==> src/rtl/mp_add_seq_pkg.sv <==
// Shared constants and types for the multi-precision sequential adder.
// The package holds the limb width, the FSM encoding and the signed-overflow rule.
package mp_add_seq_pkg;

  localparam int LIMB_W = 8;

  typedef enum logic [1:0] {
    IDLE = 2'd0,
    RUN  = 2'd1,
    DONE = 2'd2
  } state_t;

  // Signed overflow: both addends share a sign and the sum's sign differs from it.
  function automatic logic add_overflow(input logic a_msb, input logic b_msb, input logic s_msb);
    return (a_msb == b_msb) && (s_msb != a_msb);
  endfunction

endpackage

==> src/rtl/CLA8bit.sv <==
// 8-bit carry-lookahead adder: every carry is a flat sum of generate/propagate products,
// so no carry signal depends on another carry.
module CLA8bit
  import mp_add_seq_pkg::*;
(
  input  logic [LIMB_W-1:0] a,
  input  logic [LIMB_W-1:0] b,
  input  logic              cin,
  output logic [LIMB_W-1:0] sum,
  output logic              cout
);

  logic [LIMB_W-1:0] g_s;
  logic [LIMB_W-1:0] p_s;
  logic [LIMB_W:0]   c_s;

  // Lookahead carries plus the sum bits.
  always_comb begin
    logic acc;
    logic term;
    g_s    = a & b;
    p_s    = a ^ b;
    c_s    = '0;
    c_s[0] = cin;
    for (int i = 0; i < LIMB_W; i++) begin
      acc = 1'b0;
      for (int j = 0; j <= i; j++) begin
        term = g_s[j];
        for (int m = j + 1; m <= i; m++) begin
          term = term & p_s[m];
        end
        acc = acc | term;
      end
      term = cin;
      for (int m = 0; m <= i; m++) begin
        term = term & p_s[m];
      end
      c_s[i+1] = acc | term;
    end
    sum  = p_s ^ c_s[LIMB_W-1:0];
    cout = c_s[LIMB_W];
  end

endmodule

==> src/rtl/mp_add_seq.sv <==
// Sequential multi-precision add/subtract: one shared 8-bit CLA walks the operands
// LSB limb first, one limb per cycle, then holds the result until handshaked.
module mp_add_seq
  import mp_add_seq_pkg::*;
#(
  parameter int NBYTES = 4
) (
  input  logic                       clk,
  input  logic                       rst_n,
  input  logic                       in_valid,
  output logic                       in_ready,
  input  logic [LIMB_W*NBYTES-1:0]   op_a,
  input  logic [LIMB_W*NBYTES-1:0]   op_b,
  input  logic                       sub,
  output logic                       out_valid,
  input  logic                       out_ready,
  output logic [LIMB_W*NBYTES-1:0]   result,
  output logic                       carry_out,
  output logic                       overflow
);

  localparam int W  = LIMB_W * NBYTES;
  localparam int KW = $clog2(NBYTES);
  localparam logic [KW-1:0] K_LAST = KW'(NBYTES - 1);

  state_t              state_r;
  state_t              state_s;
  logic [W-1:0]        a_r;
  logic [W-1:0]        b_r;
  logic [W-1:0]        result_r;
  logic                sub_r;
  logic                carry_r;
  logic                carry_out_r;
  logic                overflow_r;
  logic [KW-1:0]       k_r;
  logic [LIMB_W-1:0]   a_byte_s;
  logic [LIMB_W-1:0]   b_byte_s;
  logic [LIMB_W-1:0]   sum_s;
  logic                cout_s;
  logic                last_s;

  // Limb selection; B is inverted for subtraction, the +1 arrives via the carry register.
  always_comb begin
    a_byte_s = a_r[LIMB_W*int'(k_r) +: LIMB_W];
    b_byte_s = b_r[LIMB_W*int'(k_r) +: LIMB_W] ^ {LIMB_W{sub_r}};
    last_s   = (k_r == K_LAST);
  end

  CLA8bit u_cla (
    .a    (a_byte_s),
    .b    (b_byte_s),
    .cin  (carry_r),
    .sum  (sum_s),
    .cout (cout_s)
  );

  // State register.
  always_ff @(posedge clk or negedge rst_n) begin
    if (!rst_n) begin
      state_r <= IDLE;
    end else begin
      state_r <= state_s;
    end
  end

  // Next-state logic.
  always_comb begin
    state_s = state_r;
    case (state_r)
      IDLE: begin
        if (in_valid) state_s = RUN;
        else          state_s = IDLE;
      end
      RUN: begin
        if (last_s) state_s = DONE;
        else        state_s = RUN;
      end
      DONE: begin
        if (out_ready) state_s = IDLE;
        else           state_s = DONE;
      end
      default: state_s = IDLE;
    endcase
  end

  // Handshake outputs decoded from the registered state.
  always_comb begin
    in_ready  = 1'b0;
    out_valid = 1'b0;
    case (state_r)
      IDLE:    in_ready  = 1'b1;
      DONE:    out_valid = 1'b1;
      default: begin
        in_ready  = 1'b0;
        out_valid = 1'b0;
      end
    endcase
  end

  // Operand capture and limb-serial datapath; results hold outside RUN.
  always_ff @(posedge clk or negedge rst_n) begin
    if (!rst_n) begin
      a_r         <= '0;
      b_r         <= '0;
      sub_r       <= 1'b0;
      carry_r     <= 1'b0;
      k_r         <= '0;
      result_r    <= '0;
      carry_out_r <= 1'b0;
      overflow_r  <= 1'b0;
    end else begin
      case (state_r)
        IDLE: begin
          if (in_valid) begin
            a_r     <= op_a;
            b_r     <= op_b;
            sub_r   <= sub;
            carry_r <= sub;
            k_r     <= '0;
          end
        end
        RUN: begin
          result_r[LIMB_W*int'(k_r) +: LIMB_W] <= sum_s;
          carry_r <= cout_s;
          if (last_s) begin
            k_r         <= '0;
            carry_out_r <= cout_s;
            overflow_r  <= add_overflow(a_byte_s[LIMB_W-1], b_byte_s[LIMB_W-1], sum_s[LIMB_W-1]);
          end else begin
            k_r <= k_r + KW'(1);
          end
        end
        default: begin
        end
      endcase
    end
  end

  assign result    = result_r;
  assign carry_out = carry_out_r;
  assign overflow  = overflow_r;

endmodule

==> config.mk <==
export PLATFORM = sky130hd
export DESIGN_NAME = mp_add_seq
export DESIGN_NICKNAME = d
export VERILOG_FILES = /design/src/rtl/mp_add_seq_pkg.sv /design/src/rtl/CLA8bit.sv /design/src/rtl/mp_add_seq.sv
export SDC_FILE = /design/constraint.sdc
export NUM_CORES = 1
export LEC_CHECK = 0
export ABC_CLOCK_PERIOD_IN_PS = 3800
export BUFFER_PORTS_ARGS = -buffer_cell sky130_fd_sc_hd__buf_4
export CAP_MARGIN = 10
export CORE_MARGIN = 2
export CORE_UTILIZATION = 53
export DETAILED_ROUTE_END_ITERATION = 6
export PLACE_DENSITY = 0.8
export SKIP_CTS_REPAIR_TIMING = 1
export SLEW_MARGIN = 15
export SYNTH_ARGS = -nofsm -noshare
export SYNTH_HDL_FRONTEND = slang
export SYNTH_SLANG_ARGS = --single-unit
==> constraint.sdc <==
create_clock -name clk -period 3.8 [get_ports clk]
set_clock_uncertainty 0.15 [all_clocks]
set_input_delay 0.76 -clock clk [delete_from_list [all_inputs] [get_ports clk]]
set_output_delay 0.76 -clock clk [all_outputs]
set_load 0.02 [all_outputs]
=== Word-level counts from Yosys, hierarchy flattened ===
Index checks and enable logic that the tools add are counted.
Widths: inputs -> output; s select.

* Bits in registers: 104

* Equality and inequality tests: 6
* Mux-type cells: 12
* Reductions and logical operators: 6
* $add $sub $neg: 2
* Bitwise logic cells: 76
* Shifts and indexed selects: 4

{| class="wikitable"
|+ Operators by type and width
! kind !! number
|-
| $shiftx 32x6->8 || 2
|-
| $and 1x1->1 || 36
|-
| $or 1x1->1 || 36
|-
| $neg 5->33 || 1
|-
| $shift 8x33->32 const A || 1
|-
| $shiftx 8x33->32 || 1
|-
| $bwmux 32 || 1
|-
| $xor 8x8->8 || 3
|-
| $and 8x8->8 || 1
|-
| $mux 2 || 4
|-
| $pmux 2 s3 || 1
|-
| $reduce_and 2->1 || 3
|-
| $eq 2x2->1 const B || 2
|-
| $mux 1 || 4
|-
| $pmux 2 s2 || 1
|-
| $add 2x1->2 const B || 1
|-
| $eq 2x1->1 const B || 1
|-
| $logic_not 2->1 || 1
|-
| $ne 2x2->1 const B || 1
|-
| $pmux 1 s2 || 1
|-
| $reduce_bool 2->1 || 1
|-
| $eq 1x1->1 || 1
|-
| $logic_and 1x1->1 || 1
|-
| $ne 1x1->1 || 1
|}

=== Longest topological paths before layout ===
Gate-level depths: netlist (run 1).

* Depth after elaboration: 19
* Mapped depth: 10
* Depth with buffers taken out: 8

=== Modules after synthesis ===
Synthesis (run 1) repeated with hierarchy kept, for this count alone.

* Cells, all modules: 354
* Area, all modules: 4834.6 sq um

{| class="wikitable"
|+ By module, submodules not included
! module !! times used !! cells each !! area an instance (sq um) !! sequential area each (sq um)
|-
| mp_add_seq || 1 || 312 || 4501.8 || 2602.5
|-
| CLA8bit || 1 || 42 || 332.8 || 0.0
|}

=== Least setup slack after synthesis (run 1) ===
OpenSTA, ideal clock, no wires.

* Path kind: register to register
* From: register k_r[0]
* To: register carry_r
* Setup time: 0.126 ns
* Stages on the path, launching flop included: 11
* Clock period less this slack: 3.268 ns
* Setup slack: 0.532 ns
* Data arrival time: 2.992 ns
* Data required time: 3.524 ns
* Cells stage by stage: dfrtp_1 -> buf_6 -> buf_2 -> buf_4 -> mux4_2 -> ha_1 -> ha_1 -> o211ai_2 -> a21oi_2 -> o31a_2 -> a221o_1

* Cells in the longest elaborated chain, start to end: 19
* Elaborated cells between the ends (all ways): 50
* Classes of those cells: 2 x shift; 1 x mux; 47 x bitwise

{| class="wikitable"
|+ Ends and longest elaborated chain
! element !! RTL line !! text
|-
| start, declared || mp_add_seq.sv:35 || <nowiki>logic [KW-1:0] k_r;</nowiki>
|-
| start signal, assigned || mp_add_seq.sv:130 || <nowiki>k_r <= k_r + KW'(1);</nowiki>
|-
| $shiftx 32x6->8 || mp_add_seq.sv:45 || <nowiki>b_byte_s = b_r[LIMB_W*int'(k_r) +: LIMB_W] ^ {LIMB_W{sub_r}};</nowiki>
|-
| $xor 8x8->8 || mp_add_seq.sv:45 ||
|-
| $and 8x8->8 or $xor 8x8->8 (tied branches) || CLA8bit.sv:21, CLA8bit.sv:22 ||
|-
| $and 1x1->1 (7 in a row) || CLA8bit.sv:30 || <nowiki>term = term & p_s[m];</nowiki>
|-
| $or 1x1->1 (7 in a row) || CLA8bit.sv:32 || <nowiki>acc = acc | term;</nowiki>
|-
| $or 1x1->1 * || CLA8bit.sv:38 || <nowiki>c_s[i+1] = acc | term;</nowiki>
|-
| $pmux 1 s2 * || mp_add_seq.sv:112 || <nowiki>case (state_r)</nowiki>
|-
| end signal, assigned || mp_add_seq.sv:118 || <nowiki>carry_r <= sub;</nowiki>
|-
| end signal, assigned || mp_add_seq.sv:124 || <nowiki>carry_r <= cout_s;</nowiki>
|-
| end, declared || mp_add_seq.sv:32 || <nowiki>logic carry_r;</nowiki>
|}

Every way passes the cells marked *; elsewhere a longest branch is shown, timed or not.
A chain may end at the register's enable or synchronous reset.

=== Worst setup path in the final report (run 1) ===
Ends and elaborated chain as after synthesis.

==> results of run 1 <==
==> critical path, stage by stage, from the launching register on <==
cell and delay, ns:
dfrtp_1 0.54, buf_4 0.29, mux4_2 0.57, ha_1 0.32, ha_1 0.22, o211ai_2 0.24, a21oi_2 0.14, o31a_2 0.36
a221o_1 0.30
==> synth_stat cells, types with 3 or more instances <==
library cell / number
mux2_1: 50
nand4_1: 4
o21ai_0: 5
ha_1: 15
nor2_2: 3
a21oi_2: 3
a22o_1: 22
mux4_2: 16
nand2_1: 18
xor2_1: 8
nand3_1: 3
nor2_1: 6
mux2_2: 15
nand2b_1: 3
dfrtp_1: 104
nand2_2: 4
buf_2: 10
o31ai_1: 6
inv_1: 4
==> stage by stage <==
| stage | instances | setup slack, ns |
|---|---|---|
| after floorplan | 344 | 0.532 |
| after global placement | 551 | 0.629 |
| after detailed placement | 551 | 0.550 |
| after CTS | 567 | 0.539 |
| after global routing | 567 | 0.355 |
| final | 567 | 0.568 |
==> flip-flops by register name (all words and copies together) (netlist names) <==
name	count
b_r	32
state_r	2
carry_r	1
a_r	32
sub_r	1
result	32
overflow	1
carry_out	1
k_r	2
==> cell type report <==
cell class	count	area, um^2	area share [%]
clock buffers	9	124	2.08
clock inverters	7	55.1	0.923
inverters	4	15.0	0.252
multi-input cells	221	2200	36.8
flip-flops and latches	104	2600	43.6
well taps	111	139	2.33
repair buffers	111	833	14.0
==> power by group <==
group          internal, W  switching, W
clock network     0.000244      0.000393
registers          0.00159      0.000304
logic              0.00166       0.00207
==> worst paths after layout <==
check                      startpoint         end  cells past startpoint
min in group asynchronous       rst_n  result[17]                      1
setup reg to reg               k_r[0]     carry_r                      8
max in group asynchronous       rst_n     a_r[30]                      2
hold reg to reg               b_r[25]     b_r[25]                      1
setup / recovery               k_r[0]     carry_r                      8
hold / removal                b_r[25]     b_r[25]                      1
==> layer usage <==
metal  part of all wire (%)  up-vias  track usage, %
li1                       -     1505               -
met1                     45     1625            29.8
met2                     49       96            35.6
met3                    4.8       12            3.62
met4                    1.3        0            6.64
met5                      0        -               0
==> cells by family (layout without fill, tap and decap cells) <==
group / after synthesis / after routing / synth area share, %
muxes: 81 / 81 / 22.3
DFF: 104 / 104 / 53.1
xor gates and xnor gates: 10 / 10 / 1.79
AOI/OAI and AO/OA: 57 / 57 / 9.89
and+or+nand+nor: 57 / 57 / 6.62
buffers and inverters: 19 / 131 / 2.02
adders and majority gates: 16 / 16 / 4.24
==> flow_metrics.env, run 1 <==
export IMPL_finalNetCount=536
export IMPL_finalSetupViolCount=0
export IMPL_hpwl_um=7530
export IMPL_cts_buffers=9
export IMPL_vdd_drop_max_uv=571
export IMPL_synth_cell_types=53
export IMPL_vias_per_cell=5.71
export IMPL_slew_violations=0
export IMPL_postSynthAreaPerCell_um2=14.2
export IMPL_vias=3238
export IMPL_synth_area_um2=4900
export IMPL_area_delta_synth_final_pct=21.8
export IMPL_end_kind="flip-flop"
export IMPL_min_delay_path_class="reg2reg"
export IMPL_hold_viol_final=0
export IMPL_num_rows=35
export IMPL_power_w=0.00626
export IMPL_wl_um=10100
export IMPL_powerDensity_nw_per_um2=1050
export IMPL_dieArea_um2=10000
export IMPL_seq_area_frac_synth_pct=53.1
export IMPL_drive_gt1_share_pct=39.5
export IMPL_syn_nets=429
export IMPL_status="finished clean"
export IMPL_crit_type="reg2reg"
export IMPL_dieWidth_um=100
export IMPL_drt_initial_drc_count=107
export IMPL_grt_max_degree=84
export IMPL_antenna_found_initial=0
export IMPL_placed_cell_area_um2=5790
export IMPL_cts_tree="yes"
export IMPL_grtUsageTotal_pct=21.6
export IMPL_worstPathArrival_ns=3.35
export IMPL_final_area_um2=5970
export IMPL_wl_per_cell_um=17.9
export IMPL_worst_setup_path_start_kind="flip-flop"
export IMPL_synth_ff_type="dfrtp_1"
export IMPL_grt_overflow_total=0
export IMPL_insertion_delay_ns=0.37
export IMPL_fin_tns_setup_ns=0
export IMPL_clk_pin_slew_ns=0.11
export IMPL_period_share_pct=85.0
export IMPL_reg2reg_slack_ns=0.57
export IMPL_cts_sinks=104
export IMPL_fillers=674
export IMPL_port_buffer_count=104
export IMPL_core_um2=9110
export IMPL_synth_seq_cells=104
export IMPL_root_buffer="clkbuf_8"
export IMPL_grt_pass1_wl_um=16900
export IMPL_postSynthCellCount=344
export IMPL_fin_crit_ns=3.23
export IMPL_htree_levels=3
export IMPL_ios=105
export IMPL_drt_pass1_iter_count=4
export IMPL_final_common_cell="buf_4"
export IMPL_max_slew_margin_pct=32.2
export IMPL_synthTopCellsByArea="dfrtp_1 (53%), mux2_1 (11%), mux4_2 (7.4%)"
export IMPL_yosysTopAreaCell="dfrtp_1"
export IMPL_route_detailed_drc=0
export IMPL_antennaDiodeCount=0
export IMPL_synth_edf_count=0
export IMPL_worstMarginPinSlew_ns=1.02
export IMPL_ys_warn_count=0
export IMPL_rsz0062_at_grt="no"
export IMPL_ant_nets=0
export IMPL_synth_async_reset_ratio_pct=100
export IMPL_layout_common_cells="buf_4 (111), dfrtp_1 (104), mux2_1 (50)"
export IMPL_grt_pass1_vias=3369
export IMPL_die_height_um=100
export IMPL_fmax_mhz=309
export IMPL_clock_path_buffers=2
export IMPL_globalplace_congestion=0.819
export IMPL_yosysTopAreaCellShare_pct=53.1
export IMPL_postLayoutCoreUtil_pct=65.5
export IMPL_crit_path_max_fanout=13
export IMPL_power_leakage_nw=2.75
export IMPL_drv_cap=0
export IMPL_worstPathRequired_ns=3.91
export IMPL_whs_ns=0.342
export IMPL_initial_core_util_pct=53.8
(Power assumes the default switching activity.)
==> run 2: changes to the inputs <==
REMOVE_ABC_BUFFERS = 1   (was not set)
==> run 2 against run 1 <==
Sequential share of layout area decreased by 0.28 points. Fmax rose by 4.3%. Routed wire length is 1.6% lower. Sequential power is essentially flat. Register-to-register slack better by 0.13 ns. Die area is the same. Total power up 1.6%. Cell count decreased by 0.18%. Global-route usage fell by 0.40 points. Critical path type unchanged. Critical endpoint is now result[15]. Highest routed layer unchanged.
==> flow_metrics.env, run 2 (synthesized netlist as in run 1, its figures left out) <==
export IMPL_fin_tns_setup_ns=0
export IMPL_cts_buffers=9
export IMPL_ios=105
export IMPL_crit_path_max_fanout=13
export IMPL_critPathSlowestCell="mux4_2"
export IMPL_ant_nets=0
export IMPL_finalNetCount=535
export IMPL_period_share_pct=81.6
export IMPL_min_delay_path_class="in2async"
export IMPL_drive_gt1_share_pct=38.9
export IMPL_route_detailed_drc=0
export IMPL_clock_path_buffers=2
export IMPL_finalSetupViolCount=0
export IMPL_crit_type="reg2reg"
export IMPL_cts_tree="yes"
export IMPL_final_common_cell="buf_4"
export IMPL_drv_cap=0
export IMPL_path_cells="buf_4, mux4_2, xor2_1, ha_1, a21oi_2, a21boi_2, nor4_2, o31ai_1"
export IMPL_slew_violations=0
export IMPL_wl_um=9970
export IMPL_worstPathArrival_ns=3.18
export IMPL_htree_levels=3
export IMPL_grt_pass1_wl_um=16500
export IMPL_max_slew_margin_pct=47.8
export IMPL_drt_initial_drc_count=190
export IMPL_core_um2=9110
export IMPL_port_buffer_count=104
export IMPL_clk_pin_slew_ns=0.10
export IMPL_initial_core_util_pct=53.8
export IMPL_vias=3228
export IMPL_postLayoutCoreUtil_pct=65.9
export IMPL_clockPowerShare_pct=11.5
export IMPL_insertion_delay_ns=0.36
export IMPL_intPower_w=0.00362
export IMPL_fin_crit_ns=3.10
export IMPL_vias_per_cell=5.70
export IMPL_dieArea_um2=10000
export IMPL_root_buffer="clkbuf_8"
export IMPL_area_delta_synth_final_pct=22.6
export IMPL_worstPathRequired_ns=3.88
export IMPL_power_leakage_nw=2.77
export IMPL_powerDensity_nw_per_um2=1060
export IMPL_dieWidth_um=100
export IMPL_worst_setup_path_start_kind="flip-flop"
export IMPL_hold_viol_final=0
export IMPL_end_kind="flip-flop"
export IMPL_grt_max_degree=62
export IMPL_vdd_drop_max_uv=482
export IMPL_antenna_found_initial=0
export IMPL_worstMarginPinSlew_ns=0.784
export IMPL_globalplace_congestion=0.812
export IMPL_status="finished clean"
export IMPL_drt_pass1_iter_count=4
export IMPL_hpwl_um=7440
export IMPL_pwr_share_comb_pct=58.9
export IMPL_rsz0062_at_grt="no"
export IMPL_layout_common_cells="buf_4 (109), dfrtp_1 (104), mux2_1 (50)"
export IMPL_num_rows=35
export IMPL_swShare_pct=43.1
export IMPL_whs_ns=0.270
export IMPL_grt_pass1_vias=3219
export IMPL_p_sw_w=0.00274
export IMPL_wl_per_cell_um=17.6
export IMPL_cts_sinks=104
export IMPL_die_height_um=100
export IMPL_antennaDiodeCount=0
export IMPL_grtUsageTotal_pct=21.2
export IMPL_fmax_mhz=323
export IMPL_power_frac_seq_pct=29.5
export IMPL_crit_path_max_incr_delay_ns=0.56
export IMPL_grt_overflow_total=0
[run 2: cell count changes in the layout (fill, tap and decap cells not counted), moves of 2 or more]
| cell | delta |
|---|---|
| buf_4 | -2 |
| bufinv_16 | +2 |
| clkbuf_1 | +2 |
| inv_6 | -2 |
[run 2: layer usage]
metal  global-route usage, %  share of wire (%)  routed length, um
met1                    32.8                 49               4840
met4                    6.22                1.2                123
met2                    30.8                 46               4580
met3                    4.25                4.3                426
met5                       0                  0                  0
[run 2: through the flow]
| step | power (W) | instance area, um^2 | cells | setup WS, ns |
|---|---|---|---|---|
| after global placement | 0.00551 | 5790 | 550 | 0.759 |
| after floorplan | 0.00463 | 4810 | 329 | 0.295 |
| after global routing | 0.00683 | 6000 | 566 | 0.410 |
| after detailed placement | 0.00565 | 5790 | 550 | 0.683 |
| after CTS | 0.00639 | 6000 | 566 | 0.666 |
| final | 0.00636 | 6000 | 566 | 0.700 |
[run 2: final timing paths]
path / startpoint / endpoint / slack (ns) / depth (start not counted)
setup / recovery: k_r[0] / result[15] / 0.70 / 8
hold reg to reg: b_r[4] / b_r[4] / 0.34 / 1
max in group asynchronous: rst_n / a_r[22] / 2.52 / 2
hold / removal: rst_n / result[11] / 0.27 / 1
min in group clk: b_r[4] / b_r[4] / 0.34 / 1
setup reg to reg: k_r[0] / result[15] / 0.70 / 8
[run 2: critical path: cells and delay by family (launching register included)]
kind | cells | cell delay (ns)
AOI/OAI and AO/OA | 3 | 0.48
xor gates and xnor gates | 1 | 0.16
adders and majority gates | 1 | 0.40
buffers and inverters | 1 | 0.30
DFF | 1 | 0.40
muxes | 1 | 0.56
and+or+nand+nor | 1 | 0.52
[run 2: power groups by stage]
stage / sequential, W / combinational, W / clock [W]
CTS: 0.00188 / 0.00376 / 0.000748
global placement: 0.00188 / 0.00363 / 0
global route: 0.00194 / 0.00409 / 0.000801
floorplan: 0.00197 / 0.00266 / 0
detailed placement: 0.00191 / 0.00374 / 0
finish: 0.00188 / 0.00375 / 0.000733
[run 2: cell type report]
| cell class | instances | area (um^2) |
|---|---|---|
| sequential | 104 | 2600 |
| multi-input combinational | 221 | 2200 |
| clock buffer | 11 | 131 |
| fill | 720 | 3100 |
| clock inverter | 5 | 81.3 |
| timing repair buffer | 110 | 838 |
| inverter | 4 | 15.0 |
| tap | 111 | 139 |
